===== config.mk =====
export PLATFORM = sky130hd
export DESIGN_NAME = axi_lite_master
export DESIGN_NICKNAME = d
export VERILOG_FILES = /design/src/rtl/axi_lite_master.sv
export SDC_FILE = /design/constraint.sdc
export NUM_CORES = 1
export LEC_CHECK = 0
export ABC_AREA = 1
export CAP_MARGIN = 20
export CORE_AREA = 2 2 104 106
export CTS_CLUSTER_DIAMETER = 100
export CTS_CLUSTER_SIZE = 12
export DETAILED_ROUTE_END_ITERATION = 12
export DIE_AREA = 0 0 106 108
export PLACE_DENSITY = 0.73
export REMOVE_ABC_BUFFERS = 1
export SLEW_MARGIN = 20
export SYNTH_ARGS = -nofsm -noshare
export SYNTH_HDL_FRONTEND = slang
export SYNTH_SLANG_ARGS = --single-unit

===== constraint.sdc =====
create_clock -name ACLK -period 2.69 [get_ports ACLK]
set_input_delay 0.538 -clock ACLK [delete_from_list [all_inputs] [get_ports ACLK]]
set_output_delay 0.538 -clock ACLK [all_outputs]
set_load 0.005 [all_outputs]

===== src/rtl/axi_lite_master.sv =====
// Single-outstanding AXI4-Lite initiator driven by a valid/ready command and response pair.
// Optional misaligned-address rejection is compiled in by defining AXIL_MASTER_ALIGN_CHK_EN.
module axi_lite_master #(
  parameter int ADDR_WIDTH = 4,
  parameter int DATA_WIDTH = 32
) (
  input  logic                  ACLK,
  input  logic                  ARESET,
  input  logic                  cmd_valid,
  output logic                  cmd_ready,
  input  logic                  cmd_write,
  input  logic [ADDR_WIDTH-1:0] cmd_addr,
  input  logic [DATA_WIDTH-1:0] cmd_wdata,
  output logic                  rsp_valid,
  input  logic                  rsp_ready,
  output logic                  rsp_write,
  output logic [DATA_WIDTH-1:0] rsp_rdata,
  output logic [1:0]            rsp_resp,
  output logic [ADDR_WIDTH-1:0] AWADDR,
  output logic                  AWVALID,
  input  logic                  AWREADY,
  output logic [DATA_WIDTH-1:0] WDATA,
  output logic                  WVALID,
  input  logic                  WREADY,
  input  logic [1:0]            BRESP,
  input  logic                  BVALID,
  output logic                  BREADY,
  output logic [ADDR_WIDTH-1:0] ARADDR,
  output logic                  ARVALID,
  input  logic                  ARREADY,
  input  logic [DATA_WIDTH-1:0] RDATA,
  input  logic [1:0]            RRESP,
  input  logic                  RVALID,
  output logic                  RREADY
);

  typedef enum logic [2:0] {
    IDLE    = 3'd0,
    WR_REQ  = 3'd1,
    WR_RESP = 3'd2,
    RD_REQ  = 3'd3,
    RD_DATA = 3'd4,
    RSP     = 3'd5
  } state_t;

  state_t                state_r, state_s;
  logic                  aw_done_r, aw_done_s;
  logic                  w_done_r, w_done_s;
  logic [ADDR_WIDTH-1:0] addr_r, addr_s;
  logic [DATA_WIDTH-1:0] wdata_r, wdata_s;
  logic                  rsp_write_r, rsp_write_s;
  logic [DATA_WIDTH-1:0] rsp_rdata_r, rsp_rdata_s;
  logic [1:0]            rsp_resp_r, rsp_resp_s;
  logic                  awvalid_r, awvalid_s;
  logic                  wvalid_r, wvalid_s;
  logic                  bready_r, bready_s;
  logic                  arvalid_r, arvalid_s;
  logic                  rready_r, rready_s;
  logic                  rsp_valid_r, rsp_valid_s;
  logic                  cmd_ready_r, cmd_ready_s;
  logic                  misaligned_s;

`ifdef AXIL_MASTER_ALIGN_CHK_EN
  assign misaligned_s = (cmd_addr[1:0] != 2'b00);
`else
  assign misaligned_s = 1'b0;
`endif

  // The register already holds IDLE's value in reset; masking with ARESET keeps cmd_ready low only while reset is asserted.
  assign cmd_ready = cmd_ready_r & ~ARESET;
  assign AWVALID   = awvalid_r;
  assign WVALID    = wvalid_r;
  assign BREADY    = bready_r;
  assign ARVALID   = arvalid_r;
  assign RREADY    = rready_r;
  assign AWADDR    = addr_r;
  assign ARADDR    = addr_r;
  assign WDATA     = wdata_r;
  assign rsp_valid = rsp_valid_r;
  assign rsp_write = rsp_write_r;
  assign rsp_rdata = rsp_rdata_r;
  assign rsp_resp  = rsp_resp_r;

  // Next-state, captured fields and next values of every registered handshake output.
  always_comb begin
    state_s     = state_r;
    aw_done_s   = aw_done_r;
    w_done_s    = w_done_r;
    addr_s      = addr_r;
    wdata_s     = wdata_r;
    rsp_write_s = rsp_write_r;
    rsp_rdata_s = rsp_rdata_r;
    rsp_resp_s  = rsp_resp_r;
    case (state_r)
      IDLE: begin
        if (cmd_valid && cmd_ready) begin
          addr_s      = cmd_addr;
          wdata_s     = cmd_wdata;
          rsp_write_s = cmd_write;
          aw_done_s   = 1'b0;
          w_done_s    = 1'b0;
          if (misaligned_s) begin
            state_s     = RSP;
            rsp_resp_s  = 2'b10;
            rsp_rdata_s = {DATA_WIDTH{1'b0}};
          end else if (cmd_write) begin
            state_s = WR_REQ;
          end else begin
            state_s = RD_REQ;
          end
        end else begin
          state_s = IDLE;
        end
      end
      WR_REQ: begin
        aw_done_s = aw_done_r | (awvalid_r & AWREADY);
        w_done_s  = w_done_r | (wvalid_r & WREADY);
        if (aw_done_s && w_done_s) begin
          state_s = WR_RESP;
        end else begin
          state_s = WR_REQ;
        end
      end
      WR_RESP: begin
        if (BVALID && bready_r) begin
          state_s     = RSP;
          rsp_resp_s  = BRESP;
          rsp_rdata_s = {DATA_WIDTH{1'b0}};
          rsp_write_s = 1'b1;
        end else begin
          state_s = WR_RESP;
        end
      end
      RD_REQ: begin
        if (arvalid_r && ARREADY) begin
          state_s = RD_DATA;
        end else begin
          state_s = RD_REQ;
        end
      end
      RD_DATA: begin
        if (RVALID && rready_r) begin
          state_s     = RSP;
          rsp_rdata_s = RDATA;
          rsp_resp_s  = RRESP;
          rsp_write_s = 1'b0;
        end else begin
          state_s = RD_DATA;
        end
      end
      RSP: begin
        if (rsp_valid_r && rsp_ready) begin
          state_s = IDLE;
        end else begin
          state_s = RSP;
        end
      end
      default: begin
        state_s = IDLE;
      end
    endcase

    // Outputs are registered from the next state so each VALID/READY lines up with its state.
    cmd_ready_s = (state_s == IDLE);
    awvalid_s   = (state_s == WR_REQ) && !aw_done_s;
    wvalid_s    = (state_s == WR_REQ) && !w_done_s;
    bready_s    = (state_s == WR_RESP);
    arvalid_s   = (state_s == RD_REQ);
    rready_s    = (state_s == RD_DATA);
    rsp_valid_s = (state_s == RSP);
  end

  // State and output registers with synchronous reset that drops any in-flight transfer.
  always_ff @(posedge ACLK) begin
    if (ARESET) begin
      state_r     <= IDLE;
      aw_done_r   <= 1'b0;
      w_done_r    <= 1'b0;
      addr_r      <= {ADDR_WIDTH{1'b0}};
      wdata_r     <= {DATA_WIDTH{1'b0}};
      rsp_write_r <= 1'b0;
      rsp_rdata_r <= {DATA_WIDTH{1'b0}};
      rsp_resp_r  <= 2'b00;
      awvalid_r   <= 1'b0;
      wvalid_r    <= 1'b0;
      bready_r    <= 1'b0;
      arvalid_r   <= 1'b0;
      rready_r    <= 1'b0;
      rsp_valid_r <= 1'b0;
      cmd_ready_r <= 1'b1;
    end else begin
      state_r     <= state_s;
      aw_done_r   <= aw_done_s;
      w_done_r    <= w_done_s;
      addr_r      <= addr_s;
      wdata_r     <= wdata_s;
      rsp_write_r <= rsp_write_s;
      rsp_rdata_r <= rsp_rdata_s;
      rsp_resp_r  <= rsp_resp_s;
      awvalid_r   <= awvalid_s;
      wvalid_r    <= wvalid_s;
      bready_r    <= bready_s;
      arvalid_r   <= arvalid_s;
      rready_r    <= rready_s;
      rsp_valid_r <= rsp_valid_s;
      cmd_ready_r <= cmd_ready_s;
    end
  end

endmodule

**After elaboration in Yosys (flattened, before gate mapping)**

Cells that the tools add are included.

- Input bits: 82
- Register bits: 83
- Output and inout bits: 82
- Logic and storage cells: 73

- Muxes and demuxes: 22
- Bitwise operators: 6
- Eq/ne operators: 13
- Reductions and logical operators: 17

Operator list:

| kind | number |
|---|---|
| 32-bit two-way mux | 2 |
| 32-bit one-hot mux with 2 select lines | 1 |
| 3-bit one-hot mux with 6 select lines | 1 |
| 3-bit by 2-bit == test with 1-bit output, second input constant | 4 |
| 3-bit == test, second input constant | 4 |
| 3-bit two-way mux | 4 |
| 1-bit logical AND | 8 |
| 2-bit two-way mux | 4 |
| 3-bit by 1-bit == test with 1-bit output, second input constant | 2 |
| 3-bit logical NOT | 2 |
| 1-bit two-way mux | 6 |
| 2-bit inequality test, second input constant | 3 |
| 1-bit one-hot mux with 2 select lines | 2 |
| 2-bit one-hot mux with 2 select lines | 1 |
| 4-bit AND reduction | 1 |
| 1-bit AND | 3 |
| 1-bit one-hot mux with 3 select lines | 1 |
| 3-bit AND reduction | 1 |
| 3-bit nonzero test | 1 |
| 1-bit logical NOT | 2 |
| 1-bit bitwise OR | 2 |
| 2-bit AND reduction | 1 |
| 2-bit nonzero test | 1 |
| 1-bit inverter | 1 |

**Logic depth before layout (Yosys ltp)**

Gate-level depths: netlist (run 1).

- Word-level depth: 7
- Gate-level depth with buffers: 11
- Mapped depth without buffers: 9

**Worst setup path before layout (run 1)**

Ideal clock, no wire load.

- Kind: input -> output
- Start point: input port ARESET
- End point: output port cmd_ready
- Data required time: 2.152 ns
- Stages on the path: 6
- Path slack: 0.790 ns
- Arrival: 1.362 ns
- Path through: buf_2 > inv_1 > clkbuf_1 > clkbuf_1 > nand2_1 > inv_1

- Cells in the longest elaborated chain, start to end: 2

RTL lines:

| element | RTL line | text |
|---|---|---|
| start, declared | 8 | `input logic ARESET,` |
| 1-bit inverter | 70 | `assign cmd_ready = cmd_ready_r & ~ARESET;` |
| 1-bit AND | 70 |  |
| end, declared | 10 | `output logic cmd_ready,` |

Every way passes these cells.

**Worst setup path after layout (run 1)**

Same ends and word-level chain as after synthesis.

==> qor.txt, run 1 <==
hold buffer count at CTS - 0
area of the die - 11,400 µm²
Post-Syn Area per Cell - 6.70 µm²
area of all placed cells without fillers - 5410 µm²
average via count per standard cell - 4.44
overflow left after global routing - 0
pwr/cell area - 581 nW/µm²
sequential share of the synthesized area - 47.3%
largest family of logic cells by synthesized area - simple AND/OR/NAND/NOR gates
slowest CP cell - sky130_fd_sc_hd__clkdlybuf4s50_1
pins over their slew limit - 0
number of global-route vias before repair - 3,502
number of placed instances with taps included - 798
count of routing violations after the opening detailed-route iteration - 164
startpoint types - input port
number of rows in the core area - 37
area used by sequential logic in the layout - 1660 µm²
worst min path class - reg -> reg
flops & latches, synth - 83
detailed route wirelength on metal3 - 470 µm
routed wl met2 - 4950 µm
DRT met1 WL - 4260 µm
H-tree level count - 3
net count reported at finish - 755
Routed WL per cell - 12.2 µm
RSZ-0062 raised after global routing - false
Netlist Area Pre-Place - 3510 µm²
count of pins on the block boundary - 164
first-pass GRT wire length - 16,200 µm
Post-Synth XOR/XNOR Area - 0%
clock buffers created by TritonCTS - 9
area used by multi-input combinational logic - 1490 µm²
setup skew after layout - 0.00616 ns
highest ir drop seen on vdd - 0.294 mV
via total after detailed routing - 3,611
Setup TNS Final - 0 ns
post-detailed-placement cell area - 5180 µm²
core area - 10,200 µm²
Maximum Capacitance Violations - 0
number of cells in the finished layout apart from fillers - 814
transition at the pin with the smallest max-transition slack - 0.617 ns
fraction of final layout cells with drive strength greater than 1 - 5.31%
Arrival @ worst endpoint - 1.70 ns
uppermost routed layer - met4
final cycle utilization of the critical path - 83.3%
compound-gate portion of the synthesized area - 6.56%
number of flops mapped to enable cells by yosys - 0
Setup Crit Path Kind - in -> out
upper clock frequency limit - 446 MHz
Worst Hold Slack - 0.489 ns
setup violators final - 0
largest stage delay on the critical path - 0.49 ns
number of antenna violations at the first check in global routing - 0
synth unique cells - 21
final period demand of the worst path - 2.24 ns
number of remaining DRC errors - 0
chip height - 108 µm
result of the run - complete, no violations
cell accounting for the most synthesized area - sky130_fd_sc_hd__dfxtp_1
horizontal die dimension - 106 µm
TritonCTS clock tree - yes
Longest Clk Path Bufs - 2
Initial DRT Pass Iterations - 4
largest fanout on the critical path - 3
simple-gate area share of the yosys netlist - 36.0%
number of routed nets with antenna violations - 0
CTS clock-pin slew for the worst setup and hold paths - 0.08 ns
# diodes - 0
static leakage - 2.27 nW
share of cell area taken by muxes after synthesis - 0%
DP HPWL - 7070 µm
leading cell type by number of instances after synthesis - sky130_fd_sc_hd__nand2_1
Setup Fix Bufs, Post-CTS - 0
clk root buf - sky130_fd_sc_hd__clkbuf_8
starting density of the core - 34.3%
Max-Slew Margin vs Limit - 58.8%
Clock Latency Late Sink - 0.35 ns
Worst EP required - 2.15 ns
leading cell types by count after synthesis - sky130_fd_sc_hd__nand2_1 (170), sky130_fd_sc_hd__nor2_1 (126), sky130_fd_sc_hd__dfxtp_1 (83), sky130_fd_sc_hd__inv_1 (43), sky130_fd_sc_hd__o21ai_0 (38)
clk sinks - 83
cell types occupying the most area after synthesis - sky130_fd_sc_hd__dfxtp_1 (47%), sky130_fd_sc_hd__nand2_1 (18%), sky130_fd_sc_hd__nor2_1 (13%)
kind of end point of the critical path - primary output
FFs w/ async S/R, synth - 0%
share of synthesized cell area in full adder, half adder and majority cells - 0%
cells along the critical path - clkdlybuf4s50_1, inv_1, nand2_1, inv_1, clkdlybuf4s50_1
fill count - 972
maximum number of pins on one net before global-route repair - 46
Post-Route WL - 9910 µm
number of warnings printed during yosys synthesis - 0
total routing resource utilization after global routing - 17.5%
global placer's final weighted congestion - 0.819
share of Yosys cell area claimed by the top area cell type - 47.3%
total count of hold-check failures in the final report - 0
Primary FF master, synth - sky130_fd_sc_hd__dfxtp_1
cell count after synthesis - 524
area growth from synthesis to layout - 54.2%
port buffer count - 163
CTS resizes - 0
registers in the layout, summed over array words and instances (netlist names):
register and flops:
AWVALID 1, RREADY 1, ARVALID 1, rsp_resp 2, rsp_valid 1, WVALID 1, WDATA 32, rsp_rdata 32
rsp_write 1, ARADDR 4, BREADY 1, aw_done_r 1, w_done_r 1, cmd_ready_r 1, state_r 3
cell type report:
type                       instances  share of cell area (%)
clock buffer                      13                    3.12
clock inverter                     3                    1.27
inverter                          49                    3.49
multi-input combinational        363                    27.6
sequential                        83                    30.7
tap                              136                    3.14
timing repair buffer             167                    30.7
report_power, final:
group          switching (mW)  leakage, nW  internal [mW]
registers              0.0615        0.678           1.34
logic                   0.311         1.48          0.397
clock network           0.435        0.120          0.602
total                   0.807         2.27           2.34
cells in the final DEF, fill, tap and decap left out:
cell type / synthesis / routed
sky130_fd_sc_hd__nand3_1: 10 / 10
sky130_fd_sc_hd__nand3_4: 1 / 1
sky130_fd_sc_hd__nand2_1: 170 / 170
sky130_fd_sc_hd__clkbuf_1: 11 / 1
sky130_fd_sc_hd__o21ai_2: 1 / 1
sky130_fd_sc_hd__dfxtp_1: 83 / 83
sky130_fd_sc_hd__inv_1: 43 / 43
sky130_fd_sc_hd__inv_2: 4 / 4
sky130_fd_sc_hd__nor2_1: 126 / 126
sky130_fd_sc_hd__o211ai_1: 1 / 1
sky130_fd_sc_hd__o21ai_0: 38 / 38
sky130_fd_sc_hd__nand2_2: 3 / 3
sky130_fd_sc_hd__nand2_4: 2 / 2
sky130_fd_sc_hd__o2111ai_1: 1 / 1
sky130_fd_sc_hd__o21ai_1: 3 / 3
sky130_fd_sc_hd__clkdlybuf4s50_1: 0 / 163
sky130_fd_sc_hd__buf_4: 4 / 4
sky130_fd_sc_hd__nand4_1: 3 / 3
sky130_fd_sc_hd__clkbuf_8: 0 / 12
sky130_fd_sc_hd__bufinv_16: 0 / 2
sky130_fd_sc_hd__clkinv_4: 0 / 1
sky130_fd_sc_hd__inv_4: 2 / 2
sky130_fd_sc_hd__nor2_2: 4 / 4
stage by stage:
step,util [%],worst slack [ns],power (mW)
floorplan,-,0.420,1.71
global placement,50.6,0.438,2.12
detailed placement,50.6,0.463,2.14
CTS,52.9,0.451,3.19
global route,52.9,0.414,3.32
finish,52.9,0.450,3.14
worst max-delay path, delay by kind of cell:
family	cells	cell delay, ns
simple gates	1	0.07
buf+inv	4	1.09
kinds of logic after synthesis:
| family | Yosys count |
|---|---|
| AND/OR/NAND/NOR | 319 |
| flip-flops | 83 |
| buffers and inverters | 78 |
| AO/OA/AOI/OAI | 44 |
routing by layer:
metal / GRT usage (%) / vias to the layer above
met1: 21.0 / 1623
met5: 0 / -
met4: 7.89 / 0
met3: 3.25 / 18
li1: - / 1866
met2: 30.6 / 104
path summary, 6_finish.rpt:
| check | start | end | slack, ns | cells after the start |
|---|---|---|---|---|
| worst min-delay path | WDATA[22] | WDATA[22] | 0.49 | 2 |
| worst max register to register | state_r[1] | rsp_rdata[28] | 0.73 | 9 |
| worst min register to register | WDATA[22] | WDATA[22] | 0.49 | 2 |
| worst max-delay path | ARESET | cmd_ready | 0.45 | 5 |
Note: power is estimated with default switching activity, not from simulation.
==> run 2: changes to the inputs <==
==> constraint.sdc (replaced) <==
create_clock -name ACLK -period 2.4 [get_ports ACLK]
set_input_delay 0.48 -clock ACLK [delete_from_list [all_inputs] [get_ports ACLK]]
set_output_delay 0.48 -clock ACLK [all_outputs]
set_load 0.005 [all_outputs]
==> qor.txt, run 2 (synthesized netlist as in run 1, its figures left out) <==
result of the run - complete, no violations (unchanged)
CTS resizes - 0 (unchanged)
Setup Crit Path Kind - in -> out (unchanged)
Setup Fix Bufs, Post-CTS - 0 (unchanged)
detailed route wirelength on metal3 - 524 µm (was 470 µm)
core area - 10,200 µm² (unchanged)
share of power burned in combinational logic - 23.7% (was 22.5%)
TritonCTS clock tree - yes (unchanged)
Post-Route WL - 10,000 µm (was 9910 µm)
number of cells in the finished layout apart from fillers - 816 (was 814)
setup skew after layout - 0.00768 ns (was 0.00616 ns)
pwr/cell area - 621 nW/µm² (was 581 nW/µm²)
number of global-route vias before repair - 3,525 (was 3,502)
utilization after layout - 52.7% (was 52.9%)
global placer's final weighted congestion - 0.832 (was 0.819)
net count reported at finish - 757 (was 755)
final period demand of the worst path - 2.16 ns
Switching Fraction - 27.3% (was 25.7%)
number of routed nets with antenna violations - 0 (unchanged)
clk sinks - 83 (unchanged)
CP delay by family, top - buffers and inverters (unchanged)
Longest Clk Path Bufs - 2 (unchanged)
area of the die - 11,400 µm² (unchanged)
overflow left after global routing - 0 (unchanged)
number of remaining DRC errors - 0 (unchanged)
transition at the pin with the smallest max-transition slack - 0.602 ns (was 0.617 ns)
average via count per standard cell - 4.41 (was 4.44)
DRT met1 WL - 4260 µm (about the same)
Max-Slew Margin vs Limit - 59.8% (was 58.8%)
count of routing violations after the opening detailed-route iteration - 170 (was 164)
fill count - 1,004 (was 972)
largest stage delay on the critical path - 0.49 ns (about the same)
power share of the clock group - 29.4% (was 33.0%)
Clock Latency Late Sink - 0.35 ns (about the same)
startpoint types - input port (unchanged)
final cycle utilization of the critical path - 90.0%
DP HPWL - 7200 µm (was 7070 µm)
maximum number of pins on one net before global-route repair - 42 (was 46)
routed wl met2 - 5010 µm (was 4950 µm)
most common library cell in the layout ignoring fill and taps - sky130_fd_sc_hd__nand2_1 (unchanged)
total net switching power - 912 µW (was 807 µW)
clk root buf - sky130_fd_sc_hd__clkbuf_8 (unchanged)
number of antenna violations at the first check in global routing - 0 (unchanged)
slowest CP cell - sky130_fd_sc_hd__clkdlybuf4s50_1 (unchanged)
worst min path class - reg -> reg (unchanged)
Initial DRT Pass Iterations - 4 (unchanged)
fraction of final layout cells with drive strength greater than 1 - 5.74% (was 5.31%)
largest fanout on the critical path - 4 (was 3)
Int Power - 2.43 mW (was 2.34 mW)
uppermost routed layer - met4 (unchanged)
pins over their slew limit - 0 (unchanged)
RSZ-0062 raised after global routing - false (unchanged)
highest ir drop seen on vdd - 0.336 mV (was 0.294 mV)
number of placed instances with taps included - 800 (was 798)
sequential share of power - 46.9% (was 44.5%)
CTS clock-pin slew for the worst setup and hold paths - 0.08 ns (about the same)
H-tree level count - 3 (unchanged)
starting density of the core - 34.3% (unchanged)
port buffer count - 163 (unchanged)
kind of end point of the critical path - primary output (unchanged)
horizontal die dimension - 106 µm (unchanged)
total routing resource utilization after global routing - 17.6% (was 17.5%)
number of rows in the core area - 37 (unchanged)
clock buffers created by TritonCTS - 9 (unchanged)
upper clock frequency limit - 463 MHz
chip height - 108 µm (unchanged)
count of pins on the block boundary - 164 (unchanged)
Routed WL per cell - 12.3 µm (was 12.2 µm)
cells along the critical path - clkdlybuf4s50_1, inv_1, nand2_1, inv_1, clkdlybuf4s50_1 (unchanged)
count of buffer and inverter cells on the critical path - 4 (unchanged)
# diodes - 0 (unchanged)
total count of hold-check failures in the final report - 0 (unchanged)
Worst EP required - 1.92 ns (was 2.15 ns)
Setup TNS Final - 0 ns (unchanged)
commonest non-fill, non-tap cells in the layout - sky130_fd_sc_hd__nand2_1 (170), sky130_fd_sc_hd__clkdlybuf4s50_1 (163), sky130_fd_sc_hd__nor2_1 (126) (unchanged)
Arrival @ worst endpoint - 1.68 ns (was 1.70 ns)
first-pass GRT wire length - 16,300 µm (was 16,200 µm)
Maximum Capacitance Violations - 0 (unchanged)
area growth from synthesis to layout - 53.5% (was 54.2%)
hold buffer count at CTS - 0 (unchanged)
setup violators final - 0 (unchanged)
static leakage - 2.26 nW (was 2.27 nW)
via total after detailed routing - 3,598 (was 3,611)
[run 2: changes by cell type in the layout (fill, tap and decap cells not counted), sizes merged]
cell | previous run | this run
buf | 4 | 6
bufinv | 2 | 0
clkinvlp | 0 | 2
[run 2: per-layer routing]
metal | global-route usage (%) | vias up
li1 | - | 1873
met3 | 3.56 | 17
met1 | 20.4 | 1615
met2 | 31.8 | 93
met5 | 0 | -
met4 | 7.42 | 0
[run 2: area by class of cell]
cell class                      instances  area [µm²]  area share [%]
Tap cell                              136         170            3.16
Clock inverter                          3        20.0           0.371
Sequential cell                        83        1660            30.8
Clock buffer                           13         179            3.32
Timing Repair Buffer                  169        1680            31.1
Inverter                               49         189            3.51
Multi-Input combinational cell        363        1490            27.7
[run 2: worst paths after layout]
check | startpoint | end | slack [ns] | cells after the start
min reg2reg | WDATA[25] | WDATA[25] | 0.49 | 2
min | WDATA[25] | WDATA[25] | 0.49 | 2
max | ARESET | cmd_ready | 0.24 | 5
max reg2reg | state_r[2] | WDATA[6] | 0.70 | 7
[run 2: power groups by stage]
stage / combinational [mW] / sequential (mW) / clock, mW
5_1_grt: 0.887 / 1.59 / 1.08
4_1_cts: 0.804 / 1.57 / 1.02
6_report: 0.793 / 1.57 / 0.984
3_5_place_dp: 0.798 / 1.60 / 0
3_3_place_gp: 0.781 / 1.59 / 0
2_1_floorplan: 0.313 / 1.61 / 0
[run 2: worst min-delay path, delay by kind of cell, from the launching register on]
family | cells | cell delay (ns)
flops | 1 | 0.33
simple gates | 2 | 0.12
[run 2: stage by stage]
stage          total power, mW  hold slack (ns)  setup WS [ns]  area [µm²]
3_3_place_gp              2.38            0.462          0.250        5190
2_1_floorplan             1.92            0.480          0.188        3340
6_report                  3.34            0.486          0.241        5390
4_1_cts                   3.39            0.492          0.246        5390
3_5_place_dp              2.40            0.472          0.233        5190
5_1_grt                   3.55            0.505          0.173        5390
==> run 3: changes to the inputs <==
--- a/config.mk
+++ b/config.mk
@@ -12,7 +12,7 @@
 export CTS_CLUSTER_SIZE = 12
 export DETAILED_ROUTE_END_ITERATION = 12
 export DIE_AREA = 0 0 106 108
-export PLACE_DENSITY = 0.73
+export PLACE_DENSITY_LB_ADDON = 0.2
 export REMOVE_ABC_BUFFERS = 1
 export SLEW_MARGIN = 20
 export SYNTH_ARGS = -nofsm -noshare
==> qor.txt, run 3 (synthesized netlist as in run 1, its figures left out) <==
sequential share of power - 46.1% (was 46.9%)
Int Power - 2.48 mW (was 2.43 mW)
number of global-route vias before repair - 3,283 (was 3,525)
final period demand of the worst path - 2.15 ns (was 2.16 ns)
power share of the clock group - 30.6% (was 29.4%)
H-tree level count - 3 (unchanged)
count of pins on the block boundary - 164 (unchanged)
number of antenna violations at the first check in global routing - 1 (was 0)
CTS clock-pin slew for the worst setup and hold paths - 0.08 ns (about the same)
largest stage delay on the critical path - 0.49 ns (about the same)
Arrival @ worst endpoint - 1.67 ns (was 1.68 ns)
TritonCTS clock tree - yes (unchanged)
RSZ-0062 raised after global routing - false (unchanged)
clk sinks - 83 (unchanged)
setup skew after layout - 0.00742 ns (was 0.00768 ns)
pwr/cell area - 630 nW/µm² (was 621 nW/µm²)
Max-Slew Margin vs Limit - 58.5% (was 59.8%)
clk root buf - sky130_fd_sc_hd__clkbuf_8 (unchanged)
Worst EP required - 1.92 ns (about the same)
capturing point of the worst reg2reg path - rsp_rdata[22] (was WDATA[6])
port buffer count - 163 (unchanged)
startpoint types - input port (unchanged)
clock buffers created by TritonCTS - 9 (unchanged)
result of the run - complete, no violations (unchanged)
number of rows in the core area - 37 (unchanged)
most common library cell in the layout ignoring fill and taps - sky130_fd_sc_hd__nand2_1 (unchanged)
setup violators final - 0 (unchanged)
Setup Crit Path Kind - in -> out (unchanged)
Maximum Capacitance Violations - 0 (unchanged)
count of routing violations after the opening detailed-route iteration - 147 (was 170)
highest ir drop seen on vdd - 0.309 mV (was 0.336 mV)
Critical R2R Launch - state_r[2] (unchanged)
Setup Fix Bufs, Post-CTS - 0 (unchanged)
area of the die - 11,400 µm² (unchanged)
overflow left after global routing - 0 (unchanged)
CTS resizes - 0 (unchanged)
first-pass GRT wire length - 15,800 µm (was 16,300 µm)
fraction of final layout cells with drive strength greater than 1 - 5.45% (was 5.74%)
total net switching power - 915 µW (was 912 µW)
DP HPWL - 6900 µm (was 7200 µm)
transition at the pin with the smallest max-transition slack - 0.622 ns (was 0.602 ns)
number of routed nets with antenna violations - 0 (unchanged)
final cycle utilization of the critical path - 89.7% (was 90.0%)
global placer's final weighted congestion - 0.782 (was 0.832)
slowest CP cell - sky130_fd_sc_hd__clkdlybuf4s50_1 (unchanged)
utilization after layout - 52.7% (unchanged)
critical path startpoint - ARESET (unchanged)
Switching Fraction - 26.9% (was 27.3%)
Register-to-Register Path Depth - 9 (was 7)
CP delay by family, top - buffers and inverters (unchanged)
pins over their slew limit - 0 (unchanged)
Routed WL per cell - 12.2 µm (was 12.3 µm)
via total after detailed routing - 3,589 (was 3,598)
worst min path class - reg -> reg (unchanged)
static leakage - 2.27 nW (was 2.26 nW)
Post-Route WL - 9950 µm (was 10,000 µm)
core area - 10,200 µm² (unchanged)
hold buffer count at CTS - 0 (unchanged)
Setup TNS Final - 0 ns (unchanged)
area growth from synthesis to layout - 53.5% (unchanged)
number of gates on the worst path with buffers counted - 5 (unchanged)
kind of end point of the critical path - primary output (unchanged)
maximum number of pins on one net before global-route repair - 43 (was 42)
Clock Latency Late Sink - 0.35 ns (about the same)
Worst R2R Setup Slack - 0.61 ns (was 0.70 ns)
upper clock frequency limit - 465 MHz (was 463 MHz)
average via count per standard cell - 4.40 (was 4.41)
total count of hold-check failures in the final report - 0 (unchanged)
largest fanout on the critical path - 6 (was 4)
number of remaining DRC errors - 0 (unchanged)
chip height - 108 µm (unchanged)
net count reported at finish - 756 (was 757)
share of power burned in combinational logic - 23.3% (was 23.7%)
cells along the critical path - clkdlybuf4s50_1, inv_1, nand2_1, inv_1, clkdlybuf4s50_1 (unchanged)
count of buffer and inverter cells on the critical path - 4 (unchanged)
capture point of the critical path - cmd_ready (unchanged)
Longest Clk Path Bufs - 2 (unchanged)
Worst Hold Slack - 0.487 ns (was 0.486 ns)
commonest non-fill, non-tap cells in the layout - sky130_fd_sc_hd__nand2_1 (170), sky130_fd_sc_hd__clkdlybuf4s50_1 (163), sky130_fd_sc_hd__nor2_1 (126) (unchanged)
total routing resource utilization after global routing - 17.3% (was 17.6%)
Initial DRT Pass Iterations - 4 (unchanged)
fill count - 1,022 (was 1,004)
horizontal die dimension - 106 µm (unchanged)
starting density of the core - 34.3% (unchanged)
[run 3: power by group through the flow]
stage	Combinational (mW)	Clock (mW)	Sequential [mW]
after floorplan	0.313	0	1.61
after global placement	0.787	0	1.59
after detailed placement	0.795	0	1.60
after CTS	0.800	1.08	1.57
after global routing	0.883	1.13	1.58
final	0.791	1.04	1.57
[run 3: cell type report]
| type | instances | area (µm²) | area share (%) |
|---|---|---|---|
| timing repair buffer | 168 | 1670 | 31.0 |
| clock buffer | 12 | 155 | 2.88 |
| inverter | 49 | 189 | 3.51 |
| sequential | 83 | 1660 | 30.8 |
| tap | 136 | 170 | 3.16 |
| multi-input combinational | 363 | 1490 | 27.7 |
| clock inverter | 4 | 48.8 | 0.905 |
| antenna | 1 | 2.50 | 0.0464 |
[run 3: worst min path at each step]
stage                     depth (start not counted)        end  slack, ns      start
after floorplan                                   2   WDATA[0]       0.48   WDATA[0]
after global placement                            2  WDATA[18]       0.46  WDATA[18]
after detailed placement                          2  WDATA[18]       0.47  WDATA[18]
after CTS                                         2  WDATA[18]       0.49  WDATA[18]
after global routing                              2  WDATA[31]       0.51  WDATA[31]
final                                             2  WDATA[18]       0.49  WDATA[18]
[run 3: worst reg2reg max path, delay by kind of cell (launching register included)]
family / cells / cell delay [ns]
flops: 1 / 0.50
buf+inv: 2 / 0.47
simple gates: 7 / 0.69
[run 3: per-layer routing]
layer  global-route usage (%)  up-vias  part of all wire, %
li1                         -     1879                    -
met1                     21.1     1616                   44
met2                     29.6       81                   49
met3                     3.80       13                  5.0
met4                     7.24        0                  1.7
met5                        0        -                    0
[run 3: per-stage QoR]
step                      instance area (µm²)  cells  worst slack [ns]  power (mW)
after floorplan                          3340    495             0.188        1.92
after global placement                   5180    799             0.203        2.38
after detailed placement                 5180    799             0.211        2.39
after CTS                                5390    815             0.222        3.44
after global routing                     5390    815             0.175        3.60
final                                    5390    816             0.247        3.40
==> edit 1: new RTL, flow settings as in run 2 <==
Add a define of `AXIL_MASTER_ALIGN_CHK_EN`.
--- a/src/rtl/axi_lite_master.sv
+++ b/src/rtl/axi_lite_master.sv
@@ -1,4 +1,6 @@
 // Single-outstanding AXI4-Lite initiator driven by a valid/ready command and response pair.
 // Optional misaligned-address rejection is compiled in by defining AXIL_MASTER_ALIGN_CHK_EN.
+`define AXIL_MASTER_ALIGN_CHK_EN
+
 module axi_lite_master #(
   parameter int ADDR_WIDTH = 4,
Check against the original RTL: not equivalent (Yosys sat finds a counterexample within 4 cycles, from zero or initial values and one cycle with ARESET high).
==> edit 1 against run 2 <==
Utilization increased by 1.7 points; synthesized area is 5.0% higher; sequential share of layout area decreased by 0.98 points; via count rose by 4.8%; total power rose by 25%; combinational power rose by 69%; fmax up 1.9%; wire length grew 1.3%; die area stayed put; critical path type unchanged; critical path depth unchanged; sequential cell count stayed put; setup slack better by 0.041 ns; final area up 3.3%.
==> edit 1: results (changes against run 2) <==
[global_route]
use_met1=0.209  ; +0.00521
grt_first_pass_wirelength_um=16100  ; -1.3%
met2_usage=0.300  ; -0.0189
globalRouteMet3Util=0.0325  ; -0.00301
grt_pass1_vias=3532  ; +0.20%
grt_usage=0.172  ; -0.00397

[route]
routed_wl_um=10100  ; +1.3%
wl_met3_um=591  ; +13%
num_vias=3771  ; +4.8%
met1_length_um=4270  ; +0.21%
dr_wl_met2_um=5090  ; +1.6%
initialDrtViolationCount=174  ; +2.4%

[run_status]
run_status=finished clean

[finish]
final_cells=800  ; -2.0%
drive_above_1_share=0.0919  ; +0.0345
fin_nets=741  ; -2.1%

[timing]
worst_pin_slew_ns=0.706  ; +0.104 ns
skew_ns=0.00737  ; -0.000312 ns

[pwr]
irDropWorstVdd_v=0.000480  ; +43%
leakage_nw=2.24  ; -0.85%

[setup_path]
arrival_ns=1.64  ; -0.04 ns
crit_path_max_fanout=3  ; -1

[yosys]
synth.distinct_cells=23  ; +9.5%
synth_compound_area_frac=0.131  ; +0.0655
synth_common_cells=nor2_1 (126), nand2_1 (105), dfxtp_1 (83)
yosysSeqAreaShare=0.451  ; -0.0223
avgSynthCellArea_um2=7.11  ; +6.2%
yosys-top-cells-area=dfxtp_1 (45%), nor2_1 (13%), nand2_1 (11%), nand3_1 (6.7%), o21ai_0 (5.3%)

[placement]
postPlaceCellArea_mm2=0.00534  ; +2.8%
place_congestion=0.832  ; about the same
place.detailed.hpwl_um=7370  ; +2.4%
preCtsSetupSlack_ns=0.234  ; +0.000963 ns

[clocking]
clk_latency_ns=0.34

edit 1: layout make-up:
| cell class | count | area, um2 |
|---|---|---|
| Fill cell | 970 | 4660 |
| Timing Repair Buffer | 169 | 1710 |
| Multi-Input combinational cell | 373 | 1700 |
| Sequential cell | 83 | 1660 |
| Tap cell | 136 | 170 |
| Clock buffer | 9 | 124 |
| Clock inverter | 7 | 108 |
| Inverter | 23 | 87.6 |
edit 1: where the power goes:
group,internal (W),switching [W]
Sequential,0.00157,0.000121
Combinational,0.000714,0.000627
Clock,0.000606,0.000551
Total,0.00289,0.00130
edit 1: path summary, 6_finish.rpt:
| check | to | cells after the start | slack [ns] |
|---|---|---|---|
| setup / recovery | cmd_ready | 5 | 0.28 |
| hold / removal | WDATA[3] | 2 | 0.49 |
| setup reg to reg | RREADY | 8 | 0.62 |
| hold reg to reg | WDATA[3] | 2 | 0.49 |
==> edit 2: new RTL, config.mk and constraints of run 2 <==
Made on the original files. Encoding of `state_t`: now one-hot (6 bits for 6 states).
--- a/src/rtl/axi_lite_master.sv
+++ b/src/rtl/axi_lite_master.sv
@@ -35,11 +35,11 @@
 );
 
-  typedef enum logic [2:0] {
-    IDLE    = 3'd0,
-    WR_REQ  = 3'd1,
-    WR_RESP = 3'd2,
-    RD_REQ  = 3'd3,
-    RD_DATA = 3'd4,
-    RSP     = 3'd5
+  typedef enum logic [5:0] {
+    IDLE    = 6'b000001,
+    WR_REQ  = 6'b000010,
+    WR_RESP = 6'b000100,
+    RD_REQ  = 6'b001000,
+    RD_DATA = 6'b010000,
+    RSP     = 6'b100000
   } state_t;
 
Function: same outputs for any inputs over 10 cycles, from zero or initial values and one cycle with ARESET high; not proved beyond that.
==> edit 2 against run 2 <==
Synthesized cell count decreased by 5.7%; setup slack improved by 0.057 ns; utilization increased by 0.12 points; final cell count decreased by 3.8%; synthesized area increased by 1.0%; final area increased by 0.23%; wire length decreased by 9.0%; hold slack got worse by 0.0028 ns; clock skew increased by 0.0021 ns; sequential cell count increased by 3; total power decreased by 8.0%; critical path type unchanged; highest routed layer unchanged.
==> edit 2: results (changes against run 2) <==
[route]
initialDrtViolationCount=149  ; -12%
routed_wl_um=9110  ; -9.0%
dr.pass1.iters=6  ; +2
num_vias=3472  ; -3.5%

[yosys]
yosys-top-cells-area=dfxtp_1 (49%), nor2_1 (17%), nand2_1 (13%), o21ai_1 (2.8%), o21ai_0 (2.4%)
synth.distinct_cells=28  ; +33%
synth_common_cells=nor2_1 (161), nand2_1 (122), dfxtp_1 (86)
async_reset_ff_frac=0  ; unchanged
avgSynthCellArea_um2=7.18  ; +7.1%
yosysSeqAreaShare=0.486  ; +0.0123

[pwr]
leakage_nw=2.10  ; -7.2%
irDropWorstVdd_v=0.000326  ; -2.9%

[placement]
place.detailed.hpwl_um=6570  ; -8.8%
preCtsSetupSlack_ns=0.291  ; +0.0578 ns
dp.cells=769  ; -3.9%
place_congestion=0.786  ; -5.5%

[finish]
drive_above_1_share=0.0555  ; -0.00188
final_cells=785  ; -3.8%
fin_nets=726  ; -4.1%

[timing]
slew_headroom=0.515  ; -0.0833
skew_ns=0.00977  ; +0.00209 ns

[global_route]
grt_max_degree=79  ; +88%
grt_overflow=0  ; unchanged
grt_first_pass_wirelength_um=14500  ; -11%
grt_pass1_vias=3199  ; -9.2%
grt_usage=0.158  ; -0.0180

[setup_path]
arrival_ns=1.62  ; -0.06 ns
crit_path_max_fanout=2  ; -2

[clocking]
postCtsSetupBuffers=0  ; unchanged
max-clock-path-buffers=2  ; unchanged
htreeDepth=3  ; unchanged

[run_status]
run_status=finished clean

## edit 2: metrics by stage
step / area (um2) / power [W]
after global placement: 5200 / 0.00207
after floorplan: 3330 / 0.00175
after global routing: 5400 / 0.00324
after detailed placement: 5200 / 0.00209
after CTS: 5400 / 0.00313
final: 5400 / 0.00308
## edit 2: path summary, 6_finish.rpt
check	start	end	slack, ns	depth (start not counted)
worst max-delay path	ARESET	cmd_ready	0.30	5
worst min-delay path	rsp_rdata[7]	rsp_rdata[7]	0.48	2
worst max register to register	state_r[5]	rsp_rdata[12]	0.71	9
worst min register to register	rsp_rdata[7]	rsp_rdata[7]	0.48	2
## edit 2: cell type report
type | instances | area, um2
clock buffer | 13 | 159
clock inverter | 3 | 42.5
tap | 136 | 170
fill | 993 | 4830
sequential | 86 | 1720
inverter | 17 | 63.8
multi-input combinational | 361 | 1540
timing repair buffer | 169 | 1700
## edit 2: kinds of logic after synthesis
logic type | synth area share
buf+inv | 0.0790
compound gates | 0.0766
flops | 0.486
simple gates | 0.359
## edit 2: critical path, cell delays in order
cell and delay [ns]:
clkdlybuf4s50_1 0.43, inv_2 0.07, nand2_1 0.08, inv_1 0.07
clkdlybuf4s50_1 0.50
## edit 2: per-layer routing
| layer | vias to the layer above | wire, um | GRT usage |
|---|---|---|---|
| li1 | 1823 | - | - |
| met1 | 1506 | 3890 | 0.179 |
| met2 | 127 | 4240 | 0.271 |
| met3 | 16 | 779 | 0.0512 |
| met4 | 0 | 193 | 0.0761 |
| met5 | - | 0 | 0 |
## edit 2: power by group
part           total [W]  internal (W)  switching [W]
registers        0.00153       0.00149      0.0000377
clock network    0.00103      0.000538       0.000490
logic           0.000516      0.000309       0.000207
total            0.00308       0.00234       0.000735
